## config.mk

```make
export PLATFORM = sky130hd
export DESIGN_NAME = apb_tx_regbank
export DESIGN_NICKNAME = d
export VERILOG_FILES = /design/src/rtl/apb_tx_regbank.sv
export SDC_FILE = /design/constraint.sdc
export NUM_CORES = 1
export LEC_CHECK = 0
export ABC_CLOCK_PERIOD_IN_PS = 6300
export BUFFER_PORTS_ARGS = -buffer_cell sky130_fd_sc_hd__buf_4
export CORE_UTILIZATION = 58
export CTS_CLUSTER_DIAMETER = 100
export DETAILED_ROUTE_END_ITERATION = 8
export PLACE_DENSITY = 0.85
export SLEW_MARGIN = 15
export SYNTH_ARGS = -nofsm -noshare
export SYNTH_HDL_FRONTEND = slang
export SYNTH_SLANG_ARGS = --single-unit
```

## constraint.sdc

```tcl
create_clock -name PCLK_tx -period 6.3 [get_ports PCLK_tx]
set_input_delay 0.63 -clock PCLK_tx [delete_from_list [all_inputs] [get_ports PCLK_tx]]
set_output_delay 0.63 -clock PCLK_tx [all_outputs]
set_load 0.005 [all_outputs]
```

## src/rtl/apb_tx_regbank.sv

```systemverilog
// apb_tx_regbank: per-channel APB register bank with a shared transmit queue (valid/ready out).
// Define APB_TX_IRQ_EN to enable per-channel status-change flags and irq_tx_o.
module apb_tx_regbank #(
   parameter int unsigned CH_BITS    = 1,
   parameter int unsigned DATAWIDTH  = 32,
   parameter int unsigned FIFO_DEPTH = 4
) (
   input  logic                          PCLK_tx,
   input  logic                          PRESET_tx,
   input  logic [CH_BITS+2:0]            PADDR_tx_i,
   input  logic [DATAWIDTH-1:0]          PWDATA_tx_i,
   input  logic                          PWRITE_tx_i,
   input  logic                          PSELx_tx_i,
   input  logic                          PENABLE_tx_i,
   output logic [DATAWIDTH-1:0]          PRDATA_tx_o,
   output logic                          PREADY_tx_o,
   output logic                          PSLVERR_tx_o,
   output logic [(2**CH_BITS)*8-1:0]     prescale_tx,
   output logic [(2**CH_BITS)*8-1:0]     reg_command_tx,
   output logic [(2**CH_BITS)*8-1:0]     reg_id_tx,
   output logic [(2**CH_BITS)*16-1:0]    reg_data_field_tx,
   input  logic [(2**CH_BITS)*8-1:0]     reg_status_tx,
   output logic                          tx_valid_o,
   input  logic                          tx_ready_i,
   output logic [CH_BITS-1:0]            tx_ch_o,
   output logic [11:0]                   tx_word_o,
   output logic                          irq_tx_o
);

   localparam int unsigned NUM_CH       = 2 ** CH_BITS;
   localparam int unsigned ADDRESSWIDTH = CH_BITS + 3;
   localparam int unsigned PTR_W        = $clog2(FIFO_DEPTH);
   localparam int unsigned CNT_W        = $clog2(FIFO_DEPTH + 1);
   localparam int unsigned ENTRY_W      = CH_BITS + 12;

   typedef enum logic [1:0] {StIdle, StSetup, StAccess} state_e;

   state_e               r_state;
   state_e               w_phase;

   logic [7:0]           r_prescale   [NUM_CH];
   logic [7:0]           r_command    [NUM_CH];
   logic [7:0]           r_id         [NUM_CH];
   logic [15:0]          r_data_field [NUM_CH];
   logic [11:0]          r_last       [NUM_CH];
   logic [7:0]           w_status     [NUM_CH];

   logic [ENTRY_W-1:0]   r_mem [FIFO_DEPTH];
   logic [PTR_W-1:0]     r_wptr;
   logic [PTR_W-1:0]     r_rptr;
   logic [CNT_W-1:0]     r_count;

   logic [CH_BITS-1:0]   w_ch;
   logic [2:0]           w_off;
   logic                 w_full;
   logic                 w_stall;
   logic                 w_commit;
   logic                 w_err;
   logic                 w_wr;
   logic                 w_push;
   logic                 w_pop;
   logic [DATAWIDTH-1:0] w_rdata;
   logic                 w_unused_bits;

   assign w_ch          = PADDR_tx_i[ADDRESSWIDTH-1:3];
   assign w_off         = PADDR_tx_i[2:0];
   assign w_unused_bits = ^PWDATA_tx_i[DATAWIDTH-1:16];

   for (genvar g = 0; g < NUM_CH; g++) begin : g_ch
      assign prescale_tx[8*g +: 8]         = r_prescale[g];
      assign reg_command_tx[8*g +: 8]      = r_command[g];
      assign reg_id_tx[8*g +: 8]           = r_id[g];
      assign reg_data_field_tx[16*g +: 16] = r_data_field[g];
      assign w_status[g]                   = reg_status_tx[8*g +: 8];
   end

   // Current bus phase: ACCESS only when a SETUP (or a stalled ACCESS) preceded it;
   // PENABLE straight out of IDLE is treated as a protocol violation and ignored.
   always_comb begin
      w_phase = StIdle;
      if (PSELx_tx_i) begin
         if (!PENABLE_tx_i) begin
            w_phase = StSetup;
         end else if (r_state != StIdle) begin
            w_phase = StAccess;
         end
      end
   end

   // Full uses the registered count only, so a same-cycle pop does not release the stall.
   assign w_full   = (r_count == CNT_W'(FIFO_DEPTH));
   assign w_stall  = (w_phase == StAccess) && PWRITE_tx_i && (w_off == 3'd2) && w_full;
   assign w_commit = (w_phase == StAccess) && !w_stall;

   always_comb begin
      w_err = 1'b0;
      case (w_off)
         3'd2:       w_err = PWRITE_tx_i && w_status[w_ch][7];
         3'd5, 3'd7: w_err = PWRITE_tx_i;
`ifdef APB_TX_IRQ_EN
         3'd6:       w_err = 1'b0;
`else
         3'd6:       w_err = 1'b1;
`endif
         default:    w_err = 1'b0;
      endcase
   end

   assign w_wr   = w_commit && PWRITE_tx_i && !w_err;
   assign w_push = w_wr && (w_off == 3'd2);
   assign w_pop  = (r_count != '0) && tx_ready_i;

   assign PREADY_tx_o  = !w_stall;
   assign PSLVERR_tx_o = w_commit && w_err;

`ifdef APB_TX_IRQ_EN
   logic [7:0] r_flags       [NUM_CH];
   logic [7:0] r_status_prev [NUM_CH];
   logic [7:0] w_flags_next  [NUM_CH];
   logic       w_flags_any;
   logic       r_irq;

   // A rising status bit sets its flag even when software clears the same bit this cycle.
   always_comb begin
      w_flags_any = 1'b0;
      for (int c = 0; c < NUM_CH; c++) begin
         w_flags_next[c] = (r_flags[c] &
                            ~((w_wr && (w_off == 3'd6) && (w_ch == CH_BITS'(c))) ?
                              PWDATA_tx_i[7:0] : 8'h00)) |
                           (w_status[c] & ~r_status_prev[c]);
         w_flags_any     = w_flags_any | (|w_flags_next[c]);
      end
   end

   always_ff @(posedge PCLK_tx) begin
      for (int c = 0; c < NUM_CH; c++) begin
         r_status_prev[c] <= w_status[c];
      end
      if (PRESET_tx) begin
         for (int c = 0; c < NUM_CH; c++) begin
            r_flags[c] <= '0;
         end
         r_irq <= 1'b0;
      end else begin
         for (int c = 0; c < NUM_CH; c++) begin
            r_flags[c] <= w_flags_next[c];
         end
         r_irq <= w_flags_any;
      end
   end

   assign irq_tx_o = r_irq;
`else
   assign irq_tx_o = 1'b0;
`endif

   always_comb begin
      w_rdata = '0;
      case (w_off)
         3'd0: w_rdata[7:0]       = r_prescale[w_ch];
         3'd1: w_rdata[7:0]       = r_command[w_ch];
         3'd2: w_rdata[11:0]      = r_last[w_ch];
         3'd3: w_rdata[7:0]       = r_id[w_ch];
         3'd4: w_rdata[15:0]      = r_data_field[w_ch];
         3'd5: w_rdata[7:0]       = w_status[w_ch];
`ifdef APB_TX_IRQ_EN
         3'd6: w_rdata[7:0]       = r_flags[w_ch];
`else
         3'd6: w_rdata            = '0;
`endif
         default: w_rdata[CNT_W-1:0] = r_count;
      endcase
   end

   assign PRDATA_tx_o = (w_commit && !PWRITE_tx_i && !w_err) ? w_rdata : '0;

   always_ff @(posedge PCLK_tx) begin
      if (PRESET_tx) begin
         r_state <= StIdle;
      end else begin
         case (w_phase)
            StAccess: r_state <= w_stall ? StAccess : StIdle;
            StSetup:  r_state <= StSetup;
            default:  r_state <= StIdle;
         endcase
      end
   end

   always_ff @(posedge PCLK_tx) begin
      if (PRESET_tx) begin
         for (int c = 0; c < NUM_CH; c++) begin
            r_prescale[c]   <= '0;
            r_command[c]    <= '0;
            r_id[c]         <= '0;
            r_data_field[c] <= '0;
            r_last[c]       <= '0;
         end
      end else if (w_wr) begin
         case (w_off)
            3'd0:    r_prescale[w_ch]   <= PWDATA_tx_i[7:0];
            3'd1:    r_command[w_ch]    <= PWDATA_tx_i[7:0];
            3'd2:    r_last[w_ch]       <= PWDATA_tx_i[11:0];
            3'd3:    r_id[w_ch]         <= PWDATA_tx_i[7:0];
            3'd4:    r_data_field[w_ch] <= PWDATA_tx_i[15:0];
            default: ;
         endcase
      end
   end

   always_ff @(posedge PCLK_tx) begin
      if (PRESET_tx) begin
         for (int i = 0; i < FIFO_DEPTH; i++) begin
            r_mem[i] <= '0;
         end
         r_wptr  <= '0;
         r_rptr  <= '0;
         r_count <= '0;
      end else begin
         if (w_push) begin
            r_mem[r_wptr] <= {w_ch, PWDATA_tx_i[11:0]};
            r_wptr        <= r_wptr + PTR_W'(1);
         end
         if (w_pop) begin
            r_rptr <= r_rptr + PTR_W'(1);
         end
         case ({w_push, w_pop})
            2'b10:   r_count <= r_count + CNT_W'(1);
            2'b01:   r_count <= r_count - CNT_W'(1);
            default: r_count <= r_count;
         endcase
      end
   end

   assign tx_valid_o = (r_count != '0);
   assign {tx_ch_o, tx_word_o} = r_mem[r_rptr];

endmodule

```

==> impl_metrics.toml, run 1 <==
[cells_and_area]
layout_common_cells = "edfxtp_1, buf_4, nor2_1, mux2i_1, nand2_1"
fin_area_sq_um = 9770
final_common_cell = "edfxtp_1"
nets = 841
final_cells = 969
diodes = 0
final_layout_size_suffix_gt1_frac = 0.288
n_fill_cell = 850
synthToLayoutAreaGrowth_pct = 22.0

[floorplanning]
core-area_sq_um = 13300
core.rowCount = 42
initial_core_util = 0.600
ios = 187
dieArea_sq_um = 14300
die_w_microns = 119
die_y_microns = 119

[place]
post-place-ws_ps = 2380
port_buffers = 153
placedInstanceArea_sq_um = 9120
place_congestion = 0.905
hpwlAfterDp_microns = 13900
post-place-cells = 937

[sta]
fin_worst_skew_ps = 10.8
finalSetupViolCount = 0
relSlewSlack = 0.327
max_clock_freq_ghz = 0.284
timing.final.ws_setup_ps = 2780
rsz0062_at_grt = "false"
setup_tns_ps = 0
min_period_ps = 3520
min_period_over_period = 0.558
maxSlewViolCount = 0
worst_pin_slew_ps = 1000
hold_violations = 0

[critical_path]
crit_path_max_incr_delay_ps = 910
required_ps = 6360
cp.buffers_inverters = 1
cp_max_fo = 31
slowest_stage = "o21bai_1"
critPathKind = "input pin to flop"
crit_path_cell_trace = "buf_4 -> mux2_4 -> a221o_1 -> or3b_1 -> o21bai_1"
start_kind = "input pin"
worstPathArrival_ps = 3570
crit_family = "compound AO/OA/AOI/OAI gates"
ff2ff_path_depth = 6
cp.depth = 5
crit_path_end_kind = "flop"

[clock_tree]
clk_pin_slew_ps = 60
ctsResizeCount = 0
post_cts_buffers = 0
cts_sinks = 167
clockRootBuffer = "clkbuf_16"
numCtsBuffers = 17
cts.hold.buffers_added = 0
cts_tree = "built"
clock_path_buffers = 2
htreeDepth = 4
clk_latency_ps = 430

[synth]
synth-xor-area-share = 0.00438
synth_largest_area_cell = "edfxtp_1"
yosysTopAreaCellShare = 0.585
ys_ff_latch = 167
synth_compound_gate_area_share = 0.0638
synthMuxAreaShare = 0.106
seq_area_frac_synth = 0.613
synthAdderAreaFrac = 0.00563
synth_top_family_by_area = "simple AND/OR/NAND/NOR gates"
ys_top_cells_by_area = "edfxtp_1, nor2_1, mux2i_1"
ys.flop_type = "edfxtp_1"
syn_avg_cell_area_sq_um = 12.3
synth_edf_count = 156
async_flop_share = 0
ys_warn_count = 0
synth-simple-area-share = 0.159
syn_area_sq_um = 8010
synth_cell_types = 59
synth_cells = 652

[route]
drt_drc_violations_left = 0
routed_wl_microns = 20900
first_pass_iters = 5
postRouteAntennaNets = 0
wl_per_cell_microns = 21.5
via_count = 6043
first_iter_violations = 731
via_per_inst = 6.24

[power_and_ir_drop]
p_seq_frac = 0.487
p_leak_uw = 0.00389
power_density_nw_per_um2 = 263
clkPwrFrac = 0.444
internal-power_uw = 2010
ir_drop_v = 0.000210
pwr-share-comb = 0.069
p_sw_uw = 556
netSwitchingFraction = 0.216

[grt]
grt_usage = 0.297
grt_max_degree = 51
grt_pass1_wl_microns = 31600
grt_pass1_vias = 5972
antenna_found_initial = 0
grt_overflow = 0

[worst_hold_path]
min_path_cells = 3
holdCritPathClass = "input pin to flop"

[flow_run]
maxCapViolations = 0

[outcome]
status = "finished, final reports clean"
## cell type report
cell class | count | area [sq um] | share of cell area
clock buffers | 17 | 425 | 0.0435
clock inverters | 15 | 224 | 0.0229
inverters | 12 | 45.0 | 0.00461
multi-input cells | 427 | 2790 | 0.285
flip-flops and latches | 167 | 4900 | 0.502
well taps | 176 | 220 | 0.0225
repair buffers | 155 | 1160 | 0.119
## power groups by stage
stage	clock, uW	sequential, uW	combinational, uW
floorplan	0	1270	104
global placement	0	1270	170
detailed placement	0	1270	175
CTS	1140	1250	176
global route	1180	1250	190
finish	1140	1250	178
## Yosys cell counts, drive strengths merged (5+ instances only)
| library cell | n |
|---|---|
| o21bai | 8 |
| mux2i | 44 |
| o22a | 9 |
| nor3b | 7 |
| o21ai | 5 |
| buf | 33 |
| mux2 | 6 |
| nor3 | 17 |
| clkbuf | 29 |
| dfxtp | 11 |
| nand3 | 9 |
| nand2 | 28 |
| or3 | 6 |
| o22ai | 9 |
| or3b | 6 |
| edfxtp | 156 |
| nor2 | 152 |
| a21oi | 14 |
| and3 | 17 |
| mux4 | 15 |
| inv | 12 |
| nand2b | 17 |
## routing by layer
metal	global-route usage	vias to the layer above	routed length (microns)
met5	0	-	0
met4	0.150	0	626
met3	0.0646	52	2160
met2	0.473	450	10300
met1	0.386	2939	7750
li1	-	2602	-
## logic make-up (layout without fill, tap and decap cells)
logic type / Yosys count / in the layout
compound gates: 70 / 70
xor+xnor: 4 / 4
flops: 167 / 167
mux: 65 / 65
other cells: 1 / 17
simple gates: 268 / 268
buf+inv: 74 / 199
fa+ha+maj: 3 / 3
## sequential cells by signal (all words and copies together), names as in the netlist, named ones only
signal        flops
r_rptr            2
r_id             16
r_data_field     32
r_state           2
r_command        16
r_count           3
r_wptr            2
r_mem            52
r_last           24
r_prescale       16
## final timing paths
path / startpoint / to / slack [ps]
setup / recovery: PADDR_tx_i[3] / r_prescale[0][6] / 2780
hold / removal: PWDATA_tx_i[13] / r_data_field[1][13] / 500
setup reg to reg: r_state[1] / r_command[0][6] / 2910
hold reg to reg: r_rptr[1] / flop / 540
## worst reg2reg max path, cell delays in order, from the launching register on
cell and delay (ps):
dfxtp_1 300, o211a_1 220, ha_1 230, nor4bb_1 190
a31oi_1 350, nand3_1 690, o21bai_1 1040
## per-stage QoR
step | hold WS, ps | utilization | total power, uW
2_1_floorplan | 485 | - | 1370
3_3_place_gp | 504 | 0.683 | 1440
3_5_place_dp | 537 | 0.683 | 1450
4_1_cts | 494 | 0.732 | 2570
5_1_grt | 513 | 0.732 | 2620
6_report | 504 | 0.732 | 2570
No activity file was read; power rests on OpenSTA's default activity.
==> run 2: changes to the inputs <==
--- a/config.mk
+++ b/config.mk
@@ -5,12 +5,12 @@
 export SDC_FILE = /design/constraint.sdc
 export NUM_CORES = 1
 export LEC_CHECK = 0
-export ABC_CLOCK_PERIOD_IN_PS = 6300
+export ABC_CLOCK_PERIOD_IN_PS = 3700
 export BUFFER_PORTS_ARGS = -buffer_cell sky130_fd_sc_hd__buf_4
-export CORE_UTILIZATION = 58
+export CORE_UTILIZATION = 54
 export CTS_CLUSTER_DIAMETER = 100
 export DETAILED_ROUTE_END_ITERATION = 8
-export PLACE_DENSITY = 0.85
+export PLACE_DENSITY = 0.8
 export SLEW_MARGIN = 15
 export SYNTH_ARGS = -nofsm -noshare
 export SYNTH_HDL_FRONTEND = slang
==> constraint.sdc (replaced) <==
create_clock -name PCLK_tx -period 3.7 [get_ports PCLK_tx]
set_input_delay 0.37 -clock PCLK_tx [delete_from_list [all_inputs] [get_ports PCLK_tx]]
set_output_delay 0.37 -clock PCLK_tx [all_outputs]
set_load 0.005 [all_outputs]
==> run 2 against run 1 <==
Against the previous run: cell area rose by 0.86%; sequential share of layout area fell by 0.43 points; flip-flop and latch count did not move; core utilization fell by 5.1 points; via count rose by 1.1%; clock skew fell by 4.3 ps; largest cell class unchanged; critical endpoint is now r_count[2]; worst setup slack got worse by 2200 ps; combinational power rose by 78%.
==> impl_metrics.toml, run 2 (synthesis results as in run 1) <==
[cells_and_area]
final_common_cell = "buf_4"
final-seq-area_sq_um = 4900
final_layout_size_suffix_gt1_frac = 0.300
diodes = 0
synthToLayoutAreaGrowth_pct = 23.1
multiInputGateArea_sq_um = 2790
nets = 857
layout_common_cells = "buf_4, edfxtp_1, nor2_1, mux2i_1, nand2_1"
largest-register = "r_mem"
n_fill_cell = 1013
fin_area_sq_um = 9850
top_regs = "r_mem: 52 flops, r_data_field: 32 flops, r_last: 24 flops"
final_cells = 993
fin_util = 0.681
largest_reg_flops = 52

[grt]
grt_pass1_vias = 5887
met1_usage = 0.378
antenna_found_initial = 0
grt_usage = 0.297
grt_max_degree = 54
met2_usage = 0.482
busiest_layer = "met2"
grt_pass1_wl_microns = 32700
gr-usage-met3 = 0.0668
grt_overflow = 0

[sta]
rsz0062_at_grt = "false"
worst_pin_slew_ps = 1040
min_period_over_period = 0.839
setup_tns_ps = 0
maxSlewViolCount = 0
relSlewSlack = 0.303
fin_worst_skew_ps = 6.45
min_period_ps = 3100
hold_violations = 0
finalSetupViolCount = 0
max_clock_freq_ghz = 0.322
timing.final.ws_setup_ps = 596

[power_and_ir_drop]
ir_drop_v = 0.000383
power_density_nw_per_um2 = 432
p_leak_uw = 0.00394

[flow_run]
maxCapViolations = 0

[clock_tree]
clk_pin_slew_ps = 60
ctsResizeCount = 0
cts_tree = "built"
htreeDepth = 4
cts_sinks = 167
post_cts_buffers = 0
clk_latency_ps = 440
clock_path_buffers = 2
numCtsBuffers = 17
cts.hold.buffers_added = 0
clockRootBuffer = "clkbuf_16"

[critical_path]
crit_path_cell_trace = "o211a_1 -> ha_1 -> or4bb_1 -> nand2_1 -> nor2_1 -> inv_2 -> ha_1 -> inv_1 -> fa_1 -> xor2_1 -> or3_1 -> a21oi_1"
cp_max_fo = 16
path_common_cell = "ha_1"
crit_path_max_incr_delay_ps = 540
crit_family = "simple AND/OR/NAND/NOR gates"
start_kind = "flop"
cp.buffers_inverters = 2
critPathKind = "flop to flop"
required_ps = 4070
slowest_stage = "or4bb_1"
worstPathArrival_ps = 3470
crit_path_end_kind = "flop"

[route]
via_count = 6110
via_per_inst = 6.15
wl_per_cell_microns = 22.0
first_iter_violations = 599
drt_drc_violations_left = 0
postRouteAntennaNets = 0
first_pass_iters = 5
routed_wl_microns = 21900

[place]
port_buffers = 153
post-place-cells = 961
place_congestion = 0.902
hpwlAfterDp_microns = 14500
post-place-ws_ps = 456
placedInstanceArea_sq_um = 9250

[outcome]
status = "finished, final reports clean"

[floorplanning]
dieArea_sq_um = 15300
initial_core_util = 0.553
die_y_microns = 124
die_w_microns = 124
core-area_sq_um = 14500
ios = 187
core.rowCount = 44

[worst_hold_path]
holdCritPathClass = "input pin to flop"
run 2: cell count changes in the layout (fill, tap and decap cells not counted):
cell,before,now
buf_4,155,171
bufinv_16,5,3
clkbuf_1,0,1
clkinv_4,1,2
clkinvlp_4,4,3
inv_6,3,4
run 2: final cells by class:
type / instances / share of cell area
flip-flops and latches: 167 / 0.498
multi-input cells: 427 / 0.283
repair buffers: 171 / 0.130
clock buffers: 18 / 0.0436
well taps: 184 / 0.0234
clock inverters: 14 / 0.0177
inverters: 12 / 0.00457
run 2: final timing paths:
check	from	end	slack, ps	cells after the start
setup / recovery	r_state[1]	r_count[2]	600	12
hold / removal	PSELx_tx_i	r_state[0]	240	3
hold reg to reg	r_wptr[0]	r_wptr[0]	540	2
setup reg to reg	r_state[1]	r_count[2]	600	12
run 2: worst reg2reg max path: cells and delay by family, from the launching register on:
family                   cells  cell delay, ps
adder cells (fa/ha/maj)      3             850
AND/OR/NAND/NOR              4            1090
flip-flops                   1             300
AO/OA/AOI/OAI                2             290
buffers and inverters        2             350
XOR/XNOR                     1             160
run 2: through the flow:
step,hold WS [ps],power (uW)
floorplan,485,2340
global placement,510,2460
detailed placement,523,2480
CTS,219,4260
global route,258,4350
finish,235,4260
run 2: report_power, final:
group	internal (uW)	leakage, uW	switching [uW]
logic	128	0.00190	188
registers	2100	0.00175	24.7
clock network	1070	0.000285	748
run 2: per-layer routing:
| metal | wire length [microns] | vias to the layer above |
|---|---|---|
| li1 | - | 2641 |
| met1 | 7940 | 2955 |
| met2 | 10900 | 455 |
| met3 | 2330 | 59 |
| met4 | 659 | 0 |
| met5 | 0 | - |
